File: src/rtl/alu_uart_sequencer_pkg.sv
// alu_uart_sequencer_pkg: shared ALU/UART byte width, opcodes and sequencer state encodings
package alu_uart_sequencer_pkg;
    localparam int PKG_NB_BYTE = 8;
    localparam int PKG_NB_OP = 6;
    localparam logic [PKG_NB_OP-1:0] OP_ADD = 6'b100000;
    localparam logic [PKG_NB_OP-1:0] OP_SUB = 6'b100010;
    localparam logic [PKG_NB_OP-1:0] OP_AND = 6'b100100;
    localparam logic [PKG_NB_OP-1:0] OP_OR  = 6'b100101;
    localparam logic [PKG_NB_OP-1:0] OP_XOR = 6'b100110;
    localparam logic [PKG_NB_OP-1:0] OP_NOR = 6'b100111;
    localparam logic [PKG_NB_OP-1:0] OP_SRA = 6'b000011;
    localparam logic [PKG_NB_OP-1:0] OP_SRL = 6'b000010;
    typedef enum logic [2:0] {
        COLLECT_A  = 3'd0,
        COLLECT_B  = 3'd1,
        COLLECT_OP = 3'd2,
        COMPUTE    = 3'd3,
        SEND       = 3'd4
    } seq_state_t;
endpackage

File: src/rtl/alu_uart_sequencer_alu.sv
// alu: combinational ALU; unknown opcodes yield zero
module alu
    import alu_uart_sequencer_pkg::*;
#(
    parameter int N_BITS_DATA = 8
) (
    input  logic [N_BITS_DATA-1:0] i_data_a,
    input  logic [N_BITS_DATA-1:0] i_data_b,
    input  logic [PKG_NB_OP-1:0]   i_op,
    output logic [N_BITS_DATA-1:0] o_result
);
    always_comb begin
        o_result = '0;
        case (i_op)
            OP_ADD: o_result = i_data_a + i_data_b;
            OP_SUB: o_result = i_data_a - i_data_b;
            OP_AND: o_result = i_data_a & i_data_b;
            OP_OR:  o_result = i_data_a | i_data_b;
            OP_XOR: o_result = i_data_a ^ i_data_b;
            OP_NOR: o_result = ~(i_data_a | i_data_b);
            OP_SRA: o_result = $signed(i_data_a) >>> i_data_b;
            OP_SRL: o_result = i_data_a >> i_data_b;
            default: o_result = '0;
        endcase
    end
endmodule

File: src/rtl/alu_uart_sequencer.sv
// alu_uart_sequencer: collects A, B and opcode bytes from a UART, runs the ALU and streams the result back LSB first
module alu_uart_sequencer
    import alu_uart_sequencer_pkg::*;
#(
    parameter int NB_DATA = 8,
    parameter int NB_BYTE = PKG_NB_BYTE,
    parameter int NB_OP = PKG_NB_OP,
    parameter int TIMEOUT_CYCLES = 1000000
) (
    input  logic               i_clock,
    input  logic               i_reset_n,
    input  logic               i_rx_valid,
    input  logic [NB_BYTE-1:0] i_rx_data,
    input  logic               i_tx_ready,
    output logic               o_tx_valid,
    output logic [NB_BYTE-1:0] o_tx_data,
    output logic               o_busy,
    output logic               o_timeout,
    output logic               o_overrun
);
    localparam int N_BYTES = NB_DATA / NB_BYTE;
    localparam int NB_CNT = N_BYTES > 1 ? $clog2(N_BYTES) : 1;
    localparam int NB_TO = $clog2(TIMEOUT_CYCLES);
    localparam logic [NB_CNT-1:0] LAST_BYTE = NB_CNT'(N_BYTES - 1);
    localparam logic [NB_TO-1:0] TO_LAST = NB_TO'(TIMEOUT_CYCLES - 1);

    seq_state_t state, next_state;
    logic [NB_DATA-1:0] data_a, data_b, alu_result, tx_shift;
    logic [NB_OP-1:0] opcode;
    logic [NB_CNT-1:0] byte_cnt;
    logic [NB_TO-1:0] to_cnt;
    logic collecting, accept, started, expired, last_byte, tx_fire, legal;

    assign collecting = state inside {COLLECT_A, COLLECT_B, COLLECT_OP};
    assign legal = collecting || state inside {COMPUTE, SEND};
    assign accept = collecting && i_rx_valid;
    // a frame is in progress once any byte of it has been accepted
    assign started = collecting && (state != COLLECT_A || byte_cnt != '0);
    assign expired = started && !accept && to_cnt == TO_LAST;
    assign last_byte = byte_cnt == LAST_BYTE;
    assign tx_fire = o_tx_valid && i_tx_ready;
    assign o_busy = state inside {COMPUTE, SEND};
    assign o_tx_data = tx_shift[byte_cnt*NB_BYTE +: NB_BYTE];

    alu #(.N_BITS_DATA(NB_DATA)) u_alu (
        .i_data_a(data_a),
        .i_data_b(data_b),
        .i_op    (PKG_NB_OP'(opcode)),
        .o_result(alu_result)
    );

    always_ff @(posedge i_clock or negedge i_reset_n)
        if (!i_reset_n) state <= COLLECT_A;
        else state <= next_state;

    always_comb begin
        next_state = COLLECT_A;
        case (state)
            COLLECT_A:  next_state = expired ? COLLECT_A : (accept && last_byte) ? COLLECT_B : COLLECT_A;
            COLLECT_B:  next_state = expired ? COLLECT_A : (accept && last_byte) ? COLLECT_OP : COLLECT_B;
            COLLECT_OP: next_state = expired ? COLLECT_A : accept ? COMPUTE : COLLECT_OP;
            COMPUTE:    next_state = SEND;
            SEND:       next_state = (tx_fire && last_byte) ? COLLECT_A : SEND;
            default:    next_state = COLLECT_A;
        endcase
    end

    always_ff @(posedge i_clock or negedge i_reset_n) begin
        if (!i_reset_n) begin
            data_a     <= '0;
            data_b     <= '0;
            opcode     <= '0;
            byte_cnt   <= '0;
            to_cnt     <= '0;
            tx_shift   <= '0;
            o_tx_valid <= 1'b0;
            o_timeout  <= 1'b0;
            o_overrun  <= 1'b0;
        end else if (!legal || expired) begin
            data_a     <= '0;
            data_b     <= '0;
            opcode     <= '0;
            byte_cnt   <= '0;
            to_cnt     <= '0;
            tx_shift   <= '0;
            o_tx_valid <= 1'b0;
            o_timeout  <= expired;
            o_overrun  <= 1'b0;
        end else begin
            o_timeout  <= 1'b0;
            o_overrun  <= i_rx_valid && o_busy;
            to_cnt     <= (accept || !started) ? '0 : to_cnt + 1'b1;
            o_tx_valid <= tx_fire ? !last_byte : (o_tx_valid || state == SEND);
            if (accept) begin
                byte_cnt <= (state == COLLECT_OP || last_byte) ? '0 : byte_cnt + 1'b1;
                if (state == COLLECT_A) data_a[byte_cnt*NB_BYTE +: NB_BYTE] <= i_rx_data;
                if (state == COLLECT_B) data_b[byte_cnt*NB_BYTE +: NB_BYTE] <= i_rx_data;
                if (state == COLLECT_OP) opcode <= i_rx_data[NB_OP-1:0];
            end
            if (state == COMPUTE) tx_shift <= alu_result;
            if (tx_fire) byte_cnt <= last_byte ? '0 : byte_cnt + 1'b1;
        end
    end
endmodule

File: config.mk
export PLATFORM = sky130hd
export DESIGN_NAME = alu_uart_sequencer
export DESIGN_NICKNAME = d
export VERILOG_FILES = /design/src/rtl/alu_uart_sequencer_pkg.sv /design/src/rtl/alu_uart_sequencer_alu.sv /design/src/rtl/alu_uart_sequencer.sv
export SDC_FILE = /design/constraint.sdc
export NUM_CORES = 1
export LEC_CHECK = 0
export ABC_AREA = 0
export ABC_CLOCK_PERIOD_IN_PS = 5200
export CORE_ASPECT_RATIO = 1.4
export CORE_UTILIZATION = 25
export CTS_BUF_LIST = sky130_fd_sc_hd__clkbuf_8
export DETAILED_ROUTE_END_ITERATION = 7
export PLACE_DENSITY = 0.45
export SYNTH_ARGS = -nofsm -noshare
export SYNTH_HDL_FRONTEND = slang
export SYNTH_SLANG_ARGS = --single-unit
File: constraint.sdc
create_clock -name i_clock -period 5.2 [get_ports i_clock]
set_input_delay 1.3 -clock i_clock [delete_from_list [all_inputs] [get_ports i_clock]]
set_output_delay 1.3 -clock i_clock [all_outputs]
set_load 0.005 [all_outputs]
==> results of run 1 <==
[state kept, by name, indices dropped and copies added (netlist names), 3 cells and up]
name and flops:
data_a 8, data_b 8, opcode 6, state 3, to_cnt 20, tx_shift 8
[tightest hold or removal path: stages, from the launching register on]
cell and delay, ns:
dfrtp_1 0.34, nand2_1 0.06, o21ai_2 0.04
[kinds of logic (layout without fill, tap and decap cells)]
group                      Yosys count  count (layout)
AOI/OAI and AO/OA                   89              89
adders and majority gates           26              26
DFF                                 57              57
muxes                               30              30
and+or+nand+nor                    188             188
buffers and inverters               47              68
xor gates and xnor gates            37              37
[cell usage in the layout (no fill, tap or decap), types with 13 or more instances in the layout]
cell | synthesis | routed
a21oi_1 | 27 | 27
clkdlybuf4s50_1 | 0 | 22
dfrtp_1 | 57 | 57
ha_1 | 25 | 25
inv_1 | 22 | 22
mux2i_1 | 26 | 26
nand2_1 | 35 | 35
nand3_1 | 23 | 23
nor2_1 | 63 | 63
nor2b_1 | 13 | 13
o21ai_0 | 17 | 17
xnor2_1 | 21 | 21
xor2_1 | 16 | 16
[through the flow]
stage,instance area (um^2),hold WS [ns],power [mW],std cells,worst slack [ns]
final,4770,0.473,2.82,694,2.05
after global placement,4540,0.459,2.33,678,1.92
after global routing,4770,0.499,3.07,694,1.79
after detailed placement,4540,0.459,2.34,678,1.80
after floorplan,4130,0.441,1.92,474,2.31
after CTS,4770,0.478,2.84,694,2.03
[power groups by stage]
stage / logic [mW] / clock network [mW] / registers (mW)
after floorplan: 1.26 / 0 / 0.658
after global placement: 1.53 / 0 / 0.792
after detailed placement: 1.54 / 0 / 0.800
after CTS: 1.55 / 0.500 / 0.792
after global routing: 1.73 / 0.518 / 0.821
final: 1.54 / 0.481 / 0.793
[path summary, 6_finish.rpt]
path                                  start           to
worst min register to register  tx_shift[4]  tx_shift[4]
worst max register to register    opcode[0]  tx_shift[7]
min in group asynchronous         i_reset_n    data_b[1]
worst min-delay path            tx_shift[4]  tx_shift[4]
max in group asynchronous         i_reset_n    to_cnt[2]
worst max-delay path              opcode[0]  tx_shift[7]
[metal layers]
metal  up-vias  wire [um]  track usage  share of wire
met5         -          0            0              0
met4         0        452       0.0857          0.039
met3        21        386       0.0248          0.033
met2        79       6090        0.257           0.53
met1      1727       4670        0.157           0.40
li1       1702          -            -              -
[synth_stat cells, types with 13 or more instances]
cell type	instances	area [um^2]
nand3_1	23	115
mux2i_1	26	260
xnor2_1	21	184
dfrtp_1	57	1430
nand2_1	35	131
inv_1	22	82.6
xor2_1	16	140
nor2b_1	13	81.3
o21ai_0	17	85.1
ha_1	25	313
nor2_1	63	236
a21oi_1	27	135
[layout make-up]
| class | instances | area, um^2 | share of cell area |
|---|---|---|---|
| clock buffers | 9 | 124 | 0.0260 |
| clock inverters | 7 | 103 | 0.0215 |
| inverters | 22 | 82.6 | 0.0173 |
| multi-input cells | 370 | 2510 | 0.526 |
| flip-flops and latches | 57 | 1430 | 0.299 |
| well taps | 199 | 249 | 0.0522 |
| repair buffers | 30 | 278 | 0.0582 |
==> summary.txt, run 1 <==
f_max: 0.317 GHz
min-delay worst type: flop to flop
GRT Total Usage: 0.143
internal power: 1.49 mW
CP most frequent cell: xnor2_1
Post-CTS Setup Bufs: 0
setup_tns: 0 ns
CP max FO: 22
CTS buffer count: 9
Final period util: 0.606
total wire length: 11,600 um
Post-Syn Nets: 512
share of total power in combinational logic: 0.547
Lkg Pwr: 2.01 nW
pwr/cell area: 590 nW/um^2
Critical Path Max Stage Delay: 0.68 ns
Initial DRC Count: 182
worst-skew pair later-pin latency: 0.35 ns
I/O Buffers: 23
outcome: complete, no violations
GR Overflow Total: 0
first-pass GRT wire length: 19,200 um
final hold vios: 0
initial antenna violation count: 0
Worst-Margin Slew: 0.842 ns
EDFF count, synth: 0
Final min period: 3.15 ns
FILL cells: 1,740
sw power: 1.33 mW
Reg power frac: 0.282
Cells after Synth: 474
critical path buffer and inverter count: 0
Simple-Gate Fraction of Synth Area: 0.224
CTS tree: built
Yosys cell types: 57
starting density of the core: 0.256
vias in the first global route: 3,581
Clock Tree Root: clkbuf_8
FF-to-FF setup slack: 2.05 ns
share of cells above drive strength 1: 0.0687
die area: 17,100 um^2
via/cell ratio: 5.09
post_cts resized: 0
complex-gate fraction of the synthesized area: 0.142
I/O pin total: 24
final setup vio count: 0
routability congestion estimate from global placement: 0.944
pins over their slew limit: 0
Max transition margin: 0.437
Crit-path slowest cell: dfrtp_1
Antenna Cells: 0
Clk pwr share: 0.171
row cnt: 55
Max Buffers Root-to-Sink: 2
Post-synth ARST share: 1.00
fin util: 0.295
Startpoint Class: flop
ANT nets after route: 0
CP required: 5.40 ns
sequential element share of the synthesized area: 0.345
clk sink count: 57
Area Overhead vs Synth: 15.4%
Crit. path cell count: 11
Main synth FF type: dfrtp_1
Final nets: 528
Detailed Place HPWL: 8540 um
CP Class: flop to flop
Adder-Cell Fraction of Synth Area: 0.0805
maxcap violations: 0
WL/cell: 16.7 um
Syn Area/Cell: 8.72 um^2
RSZ-0062 raised after global routing: no
FF+latch count, synth: 57
Reg2Reg Depth: 11
VDD IR-drop max: 0.149 mV
Top delay family on crit path: simple AND/OR/NAND/NOR gates
synthesized area: 4130 um^2
WHS Path Cells: 2
Hold Buf Count CTS: 0
largest net degree at the start of global routing: 58
Syn. warnings: 0
Worst Skew: 0.0145 ns
drt pass-1 iters: 4
largest family of logic cells by synthesized area: simple AND/OR/NAND/NOR gates
clock transition at the registers of the reported paths: 0.08 ns
core area: 16,200 um^2
CP Capture Type: flop
DR DRC count: 0
mux cell area share after synthesis: 0.0820
WP data arrival: 3.35 ns
Sw Share: 0.472
XOR/XNOR Fraction of Synth Area: 0.0784
via count: 3,529
H-tree Lvls: 3
DIE HEIGHT: 154 um
crit path cell chain: nor2b_1, and2_1, nor2_1, xnor2_1, ha_1, o21ai_0, a21oi_1, or4_1, a31oi_1, xnor2_1, o221ai_1
Die X: 111 um
(Power assumes the default switching activity.)
==> run 2: changes to the inputs <==
--- a/config.mk
+++ b/config.mk
@@ -6,12 +6,12 @@
 export NUM_CORES = 1
 export LEC_CHECK = 0
 export ABC_AREA = 0
-export ABC_CLOCK_PERIOD_IN_PS = 5200
+export ABC_CLOCK_PERIOD_IN_PS = 2900
 export CORE_ASPECT_RATIO = 1.4
 export CORE_UTILIZATION = 25
 export CTS_BUF_LIST = sky130_fd_sc_hd__clkbuf_8
 export DETAILED_ROUTE_END_ITERATION = 7
-export PLACE_DENSITY = 0.45
+export PLACE_DENSITY = 0.46
 export SYNTH_ARGS = -nofsm -noshare
 export SYNTH_HDL_FRONTEND = slang
 export SYNTH_SLANG_ARGS = --single-unit
==> constraint.sdc (replaced) <==
create_clock -name i_clock -period 2.9 [get_ports i_clock]
set_input_delay 0.725 -clock i_clock [delete_from_list [all_inputs] [get_ports i_clock]]
set_output_delay 0.725 -clock i_clock [all_outputs]
set_load 0.005 [all_outputs]
==> run 2 against run 1 <==
  * Wire length grew 3.5%
  * Clock-buffer cell count unchanged
  * First-iteration DRC count is 4.9% lower
  * Clock power up 82%
  * Register-to-register slack worse by 1.8 ns
  * Die area did not move
  * Setup slack worse by 1.8 ns
  * Clock skew barely moved
  * Hold slack got worse by 0.12 ns
  * Final cell count grew 3.2%
  * Sequential share of layout area decreased by 1.1 points
  * Combinational power is 110% higher
==> summary.txt, run 2 (synthesized netlist as in run 1, its figures left out) <==
most frequent cells in the layout: nor2_1 (63), dfrtp_1 (57), nand2_1 (35)
Worst-Margin Slew: 0.629 ns (-0.213 ns)
Post-CTS Setup Bufs: 0 (unchanged)
met3 Track Usage GR: 0.0233 (-0.00158)
largest net degree at the start of global routing: 58 (unchanged)
drt pass-1 iters: 4 (unchanged)
core area: 16,200 um^2 (unchanged)
Detailed Place HPWL: 9050 um (+6.0%)
Max transition margin: 0.579 (+0.142)
DIE HEIGHT: 154 um (unchanged)
final setup vio count: 0 (unchanged)
Final nets: 550 (+4.2%)
Initial DRC Count: 173 (-4.9%)
I/O pin total: 24 (unchanged)
initial antenna violation count: 0 (unchanged)
GRT Total Usage: 0.146 (+0.00244)
total wire length: 12,000 um (+3.5%)
CP max FO: 3 (-86%)
starting density of the core: 0.256 (unchanged)
clock transition at the registers of the reported paths: 0.07 ns (about the same)
Final Hold Slack: 0.351 ns (-0.122 ns)
CP Capture Type: flop
VDD IR-drop max: 0.330 mV (+120%)
Finished Layout Cells: 716 (+3.2%)
Clock Tree Root: clkbuf_8
f_max: 0.374 GHz (+18%)
row cnt: 55 (unchanged)
clk sink count: 57 (unchanged)
GR Util met1: 0.161 (+0.00395)
H-tree Lvls: 3 (unchanged)
WL/cell: 16.8 um (+0.31%)
max FFs per register: 20 (unchanged)
outcome: complete, no violations
via/cell ratio: 5.07 (-0.24%)
ANT nets after route: 0 (unchanged)
via count: 3,632 (+2.9%)
Most Used Layer, Global Route: met2
Most flops, register: to_cnt
Lkg Pwr: 2.12 nW (+5.6%)
vias in the first global route: 3,721 (+3.9%)
pins over their slew limit: 0 (unchanged)
WP data arrival: 2.89 ns (-0.46 ns)
min-delay worst type: primary input to async pin
Final period util: 0.922 (+0.316)
final hold vios: 0 (unchanged)
commonest non-fill, non-tap cell in the layout: nor2_1
DR DRC count: 0 (unchanged)
I/O Buffers: 23 (unchanged)
share of cells above drive strength 1: 0.112 (+0.0435)
Worst Skew: 0.0149 ns (+0.000343 ns)
CTS tree: built
DP Worst Slack: 0.111 ns (-1.68 ns)
Die X: 111 um (unchanged)
CP Class: flop to flop
pwr/cell area: 1080 nW/um^2 (+83%)
Hold Buf Count CTS: 0 (unchanged)
first-pass GRT wire length: 19,700 um (+2.4%)
Startpoint Class: flop
Area Overhead vs Synth: 19.9%
Max Buffers Root-to-Sink: 2 (unchanged)
RSZ-0062 raised after global routing: no
GR Overflow Total: 0 (unchanged)
CTS buffer count: 9 (unchanged)
met2 Use GR: 0.260 (+0.00296)
final setup margin: 0.226 ns (-1.82 ns)
Cells after DPL: 700 (+3.2%)
fin util: 0.307 (+0.0116)
worst-skew pair later-pin latency: 0.35 ns (about the same)
setup_tns: 0 ns (unchanged)
routability congestion estimate from global placement: 0.881 (-6.6%)
Antenna Cells: 0 (unchanged)
CP required: 3.11 ns (-2.29 ns)
maxcap violations: 0 (unchanged)
post_cts resized: 0 (unchanged)
Final min period: 2.67 ns (-0.478 ns)
die area: 17,100 um^2 (unchanged)
run 2: worst max-delay path, cell delays in order (launching register included):
cell and delay (ns):
dfrtp_1 0.39, nor4b_2 0.27, buf_4 0.15, and2_1 0.16, nor2_1 0.06, xnor2_1 0.12
ha_1 0.29, o21ai_1 0.13, a21oi_1 0.07, or4_1 0.41, a31oi_1 0.23, xnor2_1 0.14
o221ai_1 0.12
run 2: power by group:
| part | internal [mW] | switching, mW | total, mW |
|---|---|---|---|
| Sequential | 0.989 | 0.316 | 1.30 |
| Clock | 0.491 | 0.386 | 0.877 |
| Combinational | 1.40 | 1.79 | 3.19 |
| Total | 2.88 | 2.49 | 5.37 |
run 2: routing by layer:
layer | share of wire | vias up
li1 | - | 1747
met1 | 0.41 | 1756
met2 | 0.50 | 89
met3 | 0.032 | 40
met4 | 0.056 | 0
met5 | 0 | -
run 2: layout make-up:
cell class | count | area, um^2
fill | 1696 | 11200
clock buffer | 9 | 124
multi-input combinational | 370 | 2520
timing repair buffer | 52 | 455
inverter | 22 | 82.6
clock inverter | 7 | 101
sequential | 57 | 1430
tap | 199 | 249
run 2: metrics by stage:
stage               instance area [um^2]  power (mW)
floorplan                           4130        3.44
global placement                    4720        4.44
detailed placement                  4720        4.47
CTS                                 4950        5.37
global route                        4960        5.82
finish                              4960        5.37
run 2: worst paths after layout:
kind                              from          end  slack, ns  cells past startpoint
hold reg to reg            tx_shift[4]  tx_shift[4]       0.47                      2
hold / removal               i_reset_n    data_b[1]       0.35                      2
setup reg to reg             opcode[3]  tx_shift[7]       0.23                     12
setup / recovery             opcode[3]  tx_shift[7]       0.23                     12
min in group i_clock       tx_shift[4]  tx_shift[4]       0.47                      2
max in group asynchronous    i_reset_n  tx_shift[7]       2.23                      2
==> run 3: changes to the inputs <==
--- a/config.mk
+++ b/config.mk
@@ -8,10 +8,10 @@
 export ABC_AREA = 0
 export ABC_CLOCK_PERIOD_IN_PS = 2900
 export CORE_ASPECT_RATIO = 1.4
-export CORE_UTILIZATION = 25
+export CORE_UTILIZATION = 40
 export CTS_BUF_LIST = sky130_fd_sc_hd__clkbuf_8
 export DETAILED_ROUTE_END_ITERATION = 7
-export PLACE_DENSITY = 0.46
+export PLACE_DENSITY = 0.64
 export SYNTH_ARGS = -nofsm -noshare
 export SYNTH_HDL_FRONTEND = slang
 export SYNTH_SLANG_ARGS = --single-unit
==> run 3 against run 2 <==
  * Clock power increased by 5.7%
  * Register-to-register slack got worse by 0.05 ns
  * Clock skew decreased by 0.0046 ns
  * Wire length decreased by 6.0%
  * First-iteration DRC count increased by 0.58%
  * Fmax decreased by 2.0%
  * Core utilization increased by 18 points
  * Critical path depth decreased by 1
  * Global-route usage increased by 8.4 points
  * Total power increased by 0.23%
  * Largest cell class unchanged
==> summary.txt, run 3 (synthesized netlist as in run 1, its figures left out) <==
Max transition margin: 0.499 (-0.0802)
Initial DRC Count: 174 (+0.58%)
Critical Path Max Stage Delay: 0.43 ns (+0.02 ns)
FILL cells: 945 (-44%)
core area: 9950 um^2 (-38%)
largest net degree at the start of global routing: 58 (unchanged)
clk sink count: 57 (unchanged)
Post-CTS Setup Bufs: 0 (unchanged)
met2 Use GR: 0.410 (+0.150)
H-tree Lvls: 3 (unchanged)
ANT nets after route: 0 (unchanged)
CP required: 3.11 ns (about the same)
Reg power frac: 0.241 (-0.002)
Most flops, register: to_cnt
sw power: 2.43 mW (-2.5%)
Multi-input gate area: 2520 um^2 (+0.15%)
Sw Share: 0.452 (-0.0124)
via count: 3,601 (-0.85%)
outcome: complete, no violations
CTS tree: built
Final nets: 548 (-0.36%)
max FFs per register: 20 (unchanged)
Max Buffers Root-to-Sink: 2 (unchanged)
GR Util met1: 0.243 (+0.0821)
starting density of the core: 0.415 (+0.160)
DR DRC count: 0 (unchanged)
commonest non-fill, non-tap cell in the layout: nor2_1
Final period util: 0.940 (+0.0184)
total wire length: 11,300 um (-6.0%)
Area Overhead vs Synth: 17.9%
f_max: 0.367 GHz (-2.0%)
first-pass GRT wire length: 18,400 um (-6.3%)
Most Used Layer, Global Route: met2
CP most frequent cell: xnor2_1
pwr/cell area: 1100 nW/um^2 (+2.0%)
RSZ-0062 raised after global routing: no
dpl cell area: 4610 um^2 (-2.3%)
CP Capture Type: flop
CP max FO: 4 (+1)
Final min period: 2.73 ns (+0.0533 ns)
CP Class: flop to flop
I/O pin total: 24 (unchanged)
Sequential Area: 1430 um^2 (unchanged)
Antenna Cells: 0 (unchanged)
Worst Skew: 0.0102 ns (-0.00463 ns)
final setup vio count: 0 (unchanged)
worst-skew pair later-pin latency: 0.35 ns (about the same)
GRT Total Usage: 0.229 (+0.0835)
share of total power in combinational logic: 0.587 (-0.007)
CTS buffer count: 9 (unchanged)
GR Overflow Total: 0 (unchanged)
vias in the first global route: 3,671 (-1.3%)
Clk pwr share: 0.172 (+0.009)
drt pass-1 iters: 4 (unchanged)
row cnt: 43 (-22%)
die area: 10,800 um^2 (-37%)
fin util: 0.490 (+0.183)
final hold vios: 0 (unchanged)
pins over their slew limit: 0 (unchanged)
DIE HEIGHT: 122 um (-21%)
internal power: 2.95 mW (+2.6%)
setup_tns: 0 ns (unchanged)
Detailed Place HPWL: 8400 um (-7.2%)
clock transition at the registers of the reported paths: 0.07 ns (about the same)
Die X: 87.9 um (-21%)
Finished Layout Cells: 650 (-9.2%)
Cells after DPL: 634 (-9.4%)
share of cells above drive strength 1: 0.105 (-0.00733)
most frequent cells in the layout: nor2_1 (63), dfrtp_1 (57), nand2_1 (35)
crit path cell chain: nor4b_4, and2_1, nor2_1, xnor2_1, ha_1, o21ai_0, a21oi_1, or4_1, a31oi_1, xnor2_1, o221ai_1
Final Hold Slack: 0.472 ns (+0.121 ns)
via/cell ratio: 5.54 (+9.2%)
Crit-path slowest cell: dfrtp_1
Finished Cell Area: 4870 um^2 (-1.7%)
VDD IR-drop max: 0.356 mV (+7.9%)
Startpoint Class: flop
Worst-Margin Slew: 0.752 ns (+0.123 ns)
routability congestion estimate from global placement: 0.966 (+9.7%)
Clock Tree Root: clkbuf_8
maxcap violations: 0 (unchanged)
WL/cell: 17.4 um (+3.6%)
initial antenna violation count: 0 (unchanged)
met3 Track Usage GR: 0.0397 (+0.0164)
I/O Buffers: 23 (unchanged)
min-delay worst type: flop to flop
WP data arrival: 2.94 ns (+0.05 ns)
Lkg Pwr: 2.12 nW (+0.14%)
## run 3: changes by cell type in the layout (fill, tap and decap cells not counted), sizes merged
cell      delta
clkinvlp     -1
bufinv       +1
clkbuf       +1
buf          -2
inv          -1
## run 3: layer usage
metal  wire [um]  share of wire
met1        4400           0.39
met2        5900           0.52
met3         381          0.034
met4         593          0.053
met5           0              0
## run 3: worst max-delay path: cells and delay by family (launching register included)
| kind | cells | cell delay (ns) |
|---|---|---|
| flip-flops | 1 | 0.43 |
| AO/OA/AOI/OAI | 4 | 0.59 |
| XOR/XNOR | 2 | 0.26 |
| AND/OR/NAND/NOR | 4 | 1.01 |
| adder cells (fa/ha/maj) | 1 | 0.29 |
## run 3: cell type report
| cell class | instances | share of cell area |
|---|---|---|
| Sequential cell | 57 | 0.293 |
| Multi-Input combinational cell | 370 | 0.518 |
| Inverter | 22 | 0.0169 |
| Clock buffer | 10 | 0.0282 |
| Tap cell | 135 | 0.0347 |
| Clock inverter | 6 | 0.0218 |
| Timing Repair Buffer | 50 | 0.0878 |
## run 3: metrics by stage
step | setup slack (ns) | power [mW]
2_1_floorplan | 0.00713 | 3.44
3_3_place_gp | 0.102 | 4.33
3_5_place_dp | 0.0365 | 4.39
4_1_cts | 0.109 | 5.35
5_1_grt | 0.00435 | 5.80
6_report | 0.173 | 5.38
## run 3: timing repair
action | in CTS | in global routing
hold endpoints to repair | 0 | 0
cloned | 0 | 0
pin swaps | 0 | 0
resized for setup | 1 | 2
hold buffers | 0 | 0
endpoints found under the setup margin | 1 | 2
## run 3: power by group through the flow
stage	logic (mW)	registers [mW]	clock network, mW
floorplan	2.26	1.18	0
global placement	3.05	1.28	0
detailed placement	3.10	1.30	0
CTS	3.12	1.28	0.942
global route	3.49	1.33	0.981
finish	3.16	1.30	0.927
## run 3: path summary, 6_finish.rpt
check                            start           to  slack, ns  depth (start not counted)
setup / recovery             opcode[3]  tx_shift[7]       0.17                         11
hold / removal             tx_shift[4]  tx_shift[4]       0.47                          2
setup reg to reg             opcode[3]  tx_shift[7]       0.17                         11
hold reg to reg            tx_shift[4]  tx_shift[4]       0.47                          2
max in group asynchronous    i_reset_n    data_a[7]       1.87                          2
min in group asynchronous    i_reset_n  tx_shift[5]       0.51                          2
